`src/rtl/display_decoder_if.sv`:
```
// Front-panel display bus: latched BCD time digits in, multiplexed
// common-anode 7-segment drive out.
interface display_decoder_if;
   logic       enable;
   logic       load;
   logic [3:0] min_tens;
   logic [3:0] min_ones;
   logic [3:0] sec_tens;
   logic [3:0] sec_ones;
   logic       blank_lz;
   logic [3:0] an;
   logic [6:0] seg;
   logic       dp;

   modport master (
      output enable, load, min_tens, min_ones, sec_tens, sec_ones, blank_lz,
      input  an, seg, dp
   );

   modport slave (
      input  enable, load, min_tens, min_ones, sec_tens, sec_ones, blank_lz,
      output an, seg, dp
   );
endinterface

```
`src/rtl/display_decoder.sv`:
```
// Multiplexed MM:SS display driver: shadow-latched BCD digits, SCAN_DIV
// dwell prescaler, leading-zero blanking and registered active-low drive.
module display_decoder #(
   parameter int unsigned SCAN_DIV = 100
) (
   input  logic              clk,
   input  logic              reset,
   display_decoder_if.slave  bus
);

   localparam logic [7:0] PRE_LAST = 8'(SCAN_DIV - 1);

   typedef enum logic [1:0] {
      IDX_SEC_ONES = 2'd0,
      IDX_SEC_TENS = 2'd1,
      IDX_MIN_ONES = 2'd2,
      IDX_MIN_TENS = 2'd3
   } idx_t;

   typedef struct packed {
      logic [3:0] an;
      logic [6:0] seg;
      logic       dp;
   } drive_t;

   localparam drive_t DRIVE_OFF = '{an: 4'b1111, seg: 7'h7F, dp: 1'b1};

   logic [7:0] pre;
   idx_t       idx;
   logic       tick;
   logic [3:0] sh_min_tens;
   logic [3:0] sh_min_ones;
   logic [3:0] sh_sec_tens;
   logic [3:0] sh_sec_ones;
   logic [3:0] digit;
   logic       blank;
   drive_t     drive;
   drive_t     drive_next;

   function automatic logic [6:0] decode(input logic [3:0] value);
      logic [6:0] pattern;
      case (value)
         4'd0:    pattern = 7'h40;
         4'd1:    pattern = 7'h79;
         4'd2:    pattern = 7'h24;
         4'd3:    pattern = 7'h30;
         4'd4:    pattern = 7'h19;
         4'd5:    pattern = 7'h12;
         4'd6:    pattern = 7'h02;
         4'd7:    pattern = 7'h78;
         4'd8:    pattern = 7'h00;
         4'd9:    pattern = 7'h10;
         default: pattern = 7'h3F;
      endcase
      return pattern;
   endfunction

   assign tick = bus.enable && (pre == PRE_LAST);

   always_comb begin
      // NOTE: every signal written here gets a default first, so no path through the case can infer a latch.
      drive_next = DRIVE_OFF;
      digit      = sh_sec_ones;
      blank      = 1'b0;

      case (idx)
         IDX_SEC_ONES: begin
            digit         = sh_sec_ones;
            drive_next.an = 4'b1110;
         end
         IDX_SEC_TENS: begin
            digit         = sh_sec_tens;
            drive_next.an = 4'b1101;
         end
         IDX_MIN_ONES: begin
            digit         = sh_min_ones;
            drive_next.an = 4'b1011;
            drive_next.dp = 1'b0;
            blank         = bus.blank_lz && (sh_min_tens == 4'd0) && (sh_min_ones == 4'd0);
         end
         IDX_MIN_TENS: begin
            digit         = sh_min_tens;
            drive_next.an = 4'b0111;
            blank         = bus.blank_lz && (sh_min_tens == 4'd0);
         end
      endcase

      // A blanked digit keeps its anode but loses the separator.
      drive_next.seg = blank ? 7'h7F : decode(digit);
      if (blank) begin
         drive_next.dp = 1'b1;
      end

      if (!bus.enable) begin
         drive_next = DRIVE_OFF;
      end
   end

   always_ff @(posedge clk) begin
      // NOTE: state updates use non-blocking assignments so every register samples pre-edge values.
      if (reset) begin
         pre         <= '0;
         idx         <= IDX_SEC_ONES;
         // NOTE: shadow digits are reset because blanking and decode read them on the first enabled cycle.
         sh_min_tens <= '0;
         sh_min_ones <= '0;
         sh_sec_tens <= '0;
         sh_sec_ones <= '0;
         drive       <= DRIVE_OFF;
      end else begin
         if (bus.load) begin
            sh_min_tens <= bus.min_tens;
            sh_min_ones <= bus.min_ones;
            sh_sec_tens <= bus.sec_tens;
            sh_sec_ones <= bus.sec_ones;
         end
         if (bus.enable) begin
            pre <= tick ? 8'd0 : pre + 8'd1;
            if (tick) begin
               idx <= idx_t'(idx + 2'd1);
            end
         end
         drive <= drive_next;
      end
   end

   assign bus.an  = drive.an;
   assign bus.seg = drive.seg;
   assign bus.dp  = drive.dp;

endmodule

```
`src/flat_wrapper.sv`:
```
// flat-port wrapper written by rule: the top's interface ports become plain ports
module display_decoder_flat 
#(
   parameter int unsigned SCAN_DIV = 100
)
  (clk, reset, bus_enable, bus_load, bus_min_tens, bus_min_ones, bus_sec_tens, bus_sec_ones, bus_blank_lz, bus_an, bus_seg, bus_dp);
  display_decoder_if bus_i ();
  input  logic clk;
  input  logic reset;
  input wire logic [$bits(bus_i.enable)-1:0] bus_enable;
  input wire logic [$bits(bus_i.load)-1:0] bus_load;
  input wire logic [$bits(bus_i.min_tens)-1:0] bus_min_tens;
  input wire logic [$bits(bus_i.min_ones)-1:0] bus_min_ones;
  input wire logic [$bits(bus_i.sec_tens)-1:0] bus_sec_tens;
  input wire logic [$bits(bus_i.sec_ones)-1:0] bus_sec_ones;
  input wire logic [$bits(bus_i.blank_lz)-1:0] bus_blank_lz;
  output wire logic [$bits(bus_i.an)-1:0] bus_an;
  output wire logic [$bits(bus_i.seg)-1:0] bus_seg;
  output wire logic [$bits(bus_i.dp)-1:0] bus_dp;
  assign bus_i.enable = bus_enable;
  assign bus_i.load = bus_load;
  assign bus_i.min_tens = bus_min_tens;
  assign bus_i.min_ones = bus_min_ones;
  assign bus_i.sec_tens = bus_sec_tens;
  assign bus_i.sec_ones = bus_sec_ones;
  assign bus_i.blank_lz = bus_blank_lz;
  assign bus_an = bus_i.an;
  assign bus_seg = bus_i.seg;
  assign bus_dp = bus_i.dp;
  display_decoder #(.SCAN_DIV(SCAN_DIV)) u_core (.clk(clk), .reset(reset), .bus(bus_i));
endmodule
```
`config.mk`:
```
export PLATFORM = sky130hd
export DESIGN_NAME = display_decoder_flat
export DESIGN_NICKNAME = d
export VERILOG_FILES = /design/src/rtl/display_decoder_if.sv /design/src/rtl/display_decoder.sv /design/src/flat_wrapper.sv
export SDC_FILE = /design/constraint.sdc
export NUM_CORES = 1
export LEC_CHECK = 0
export CORE_AREA = 2 2 89 48
export DETAILED_ROUTE_END_ITERATION = 16
export DIE_AREA = 0 0 91 50
export PLACE_DENSITY = 0.69
export SLEW_MARGIN = 0
export SYNTH_ARGS = -nofsm -noshare
export SYNTH_HDL_FRONTEND = slang
export SYNTH_SLANG_ARGS = --single-unit
```
`constraint.sdc`:
```
create_clock -name clk -period 5.8 [get_ports clk]
set_input_delay 0.58 -clock clk [delete_from_list [all_inputs] [get_ports clk]]
set_output_delay 0.58 -clock clk [all_outputs]
set_load 0.01 [all_outputs]
```
==> flow_metrics.tcl <==
set metrics [dict create \
    status "finished, final reports clean" \
    synth_top_area_share_pct 46.8 \
    p_sw_share_pct 23.4 \
    clock_sinks 38 \
    path_delay_family "buffers and inverters" \
    seqPwrFrac_pct 53.5 \
    dp_slack_ps 3140 \
    dp_cells 248 \
    grt_pass1_wl_um 6040 \
    postCtsSetupRepairBufs 0 \
    tightest_slew_ps 959 \
    hold_viol 0 \
    synthesis.nets 197 \
    cp.arrival_ps 2540 \
    hold_class "flop to flop" \
    p_per_area_mw_per_mm2 252 \
    nets 230 \
    diodes 0 \
    cts_max_path_buffers 2 \
    path_buf_inv 1 \
    dp_hpwl_um 2920 \
    endpoint_kind "flop" \
    drc 0 \
    fp-row-count 16 \
    drt-initial-drc-count 114 \
    yosys_warnings 0 \
    synth_top_family_by_area "simple AND/OR/NAND/NOR gates" \
    synthAdderAreaFrac_pct 6.15 \
    synth_cell_types 36 \
    cts_resized 0 \
    vias 1295 \
    maxSlewViolCount 0 \
    grt_pass1_vias 1210 \
    muxShareOfSynthArea_pct 13.9 \
    final.fill_count 351 \
    initial_core_util_pct 43.2 \
    yosysTopAreaCell "dfxtp_1" \
    path_class "input port to flop" \
    power_mw 0.523 \
    setup_violations 0 \
    clk_pin_slew_ps 70 \
    io_buffers 32 \
    dieArea_mm2 0.00455 \
    first_pass_iters 4 \
    fmax_ghz 0.414 \
    root_buffer "clkbuf_8" \
    wire_per_inst_um 14.9 \
    fin_ws_ps 3380 \
    viasPerCell 5.06 \
    ios 33 \
    critPathRequiredTime_ps 5930 \
    die_h_um 50 \
    synth.most_common_cell "dfxtp_1" \
    slew_headroom_pct 35.9 \
    rsz0062_at_grt "no" \
    clkPwrFrac_pct 35.1 \
    netlist_instances 168 \
    tns_ps 0 \
    stdcell_count 256 \
    antenna_found_initial 0 \
    routabilityCongestion 0.815 \
    min_period_ps 2420 \
    cpPeakStageDelay_ps 830 \
    synth_flop_cell "dfxtp_1" \
    power_frac_comb_pct 11.5 \
    grt_start_max_net_pins 24 \
    grt_overflow_total 0 \
    peakVddDrop_uv 94.5 \
    cp_cell_sequence "clkdlybuf4s50_1, and2b_1, a21boi_1, o311ai_1" \
    cts_buffers 5 \
    cp_max_fo 23 \
    cp-start-kind "input port" \
    die_w_um 91 \
    synth_compound_area_share_pct 9.77 \
    cts_max_level 2 \
    wl_um 3810 \
    core_area_mm2 0.00376 \
    synth_xor_area_share_pct 3.23 \
    holdWs_ps 491 \
    async_reset_ff_share_pct 0 \
    synth_top_cells_by_count "38 x dfxtp_1, 25 x nor2_1, 19 x mux2i_1" \
    ant_nets 0 \
    cts_hold_buf 0 \
    clock_latency_ps 280 \
    finalClockSkew_ps 4.64 \
    fin_crit_sh_pct 41.6 \
    drive_gt1_share_pct 4.46 \
    p_leak_nw 0.850 \
    syn_to_final_growth_pct 27.8 \
    synth_area_leaders "dfxtp_1 47%, mux2i_1 12%, ha_1 6.2%" \
    synth-edff-count 0 \
    switching_power_mw 0.123 \
    p_int_mw 0.400 \
    grtUsageTotal_pct 17.4 \
    critical-path-slowest-cell "clkdlybuf4s50_1" \
    avgSynthCellArea_um2 9.68 \
    seq_area_frac_synth_pct 46.8 \
    synth-simple-area-share_pct 16.7 \
    cts_tree "yes" \
    netlist_area_mm2 0.00163 \
    yosys_register_bits 38 \
    cap_violations 0 \
]
[power by group through the flow]
stage | sequential (mW) | clock (mW) | combinational (mW)
6_report | 0.280 | 0.183 | 0.0600
5_1_grt | 0.281 | 0.196 | 0.0656
4_1_cts | 0.279 | 0.188 | 0.0600
3_5_place_dp | 0.285 | 0 | 0.0596
3_3_place_gp | 0.285 | 0 | 0.0578
2_1_floorplan | 0.285 | 0 | 0.0303
[routing by layer]
layer	wire length, µm	track usage, %	share of wire, %	vias up
met1	1950	24.5	51	584
met4	40	4.80	1.0	0
met3	289	5.66	7.6	5
met5	0	0	0	-
li1	-	-	-	656
met2	1540	25.6	40	50
[sequential cells by signal, summed over array words and instances (netlist names)]
signal,count
u_core.sh_sec_ones,4
u_core.sh_sec_tens,4
u_core.bus.seg,7
u_core.bus.dp,1
u_core.pre,8
u_core.idx,2
u_core.sh_min_tens,4
u_core.bus.an,4
u_core.sh_min_ones,4
[layout make-up]
cell class              count  area (µm²)  share of cell area, %
well taps                  54        67.6                   3.25
clock inverters             1        5.00                  0.241
flip-flops and latches     38         761                   36.6
inverters                   8        30.0                   1.44
multi-input cells         116         810                   38.9
clock buffers               7        86.3                   4.15
repair buffers             32         320                   15.4
[kinds of logic after synthesis]
kind of cell / count (synthesis)
AO/OA/AOI/OAI: 23
adder cells (fa/ha/maj): 8
flip-flops: 38
AND/OR/NAND/NOR: 57
XOR/XNOR: 6
multiplexers: 22
buffers and inverters: 14
[layout by cell type (no fill, tap or decap), drive strengths merged, types with 2 or more instances in the layout]
master	synthesis	routed
and3	2	2
mux2	2	2
dfxtp	38	38
xnor2	3	3
a21oi	5	5
a211oi	2	2
clkdlybuf4s50	0	32
a21o	2	2
nand4	5	5
nor3	2	2
xor2	3	3
ha	8	8
nor4	3	3
nand3	5	5
nand2	8	8
clkbuf	2	7
o21ai	5	5
mux2i	20	20
nand2b	3	3
inv	8	8
nor2	25	25
a222oi	3	3
[final timing paths]
kind | startpoint | end | slack (ps) | cells after the start
worst max register to register | u_core.idx[0] | u_core.bus.seg[1] | 3560 | 7
worst min-delay path | u_core.pre[1] | u_core.pre[1] | 490 | 2
worst min register to register | u_core.pre[1] | u_core.pre[1] | 490 | 2
worst max-delay path | reset | u_core.bus.seg[6] | 3380 | 4
[through the flow]
step	area (µm²)	util, %
6_report	2080	55.3
5_1_grt	2080	55.3
4_1_cts	2080	55.3
3_5_place_dp	1990	52.8
3_3_place_gp	1990	52.8
2_1_floorplan	1630	-
[worst reg2reg max path, stage by stage, from the launching register on]
cell and delay (ps):
dfxtp_1 350, inv_1 120, ha_1 400, mux2i_1 540, inv_1 140, ha_1 320, a21oi_1 180, o21ai_1 70
Note: power is estimated with default switching activity, not from simulation.
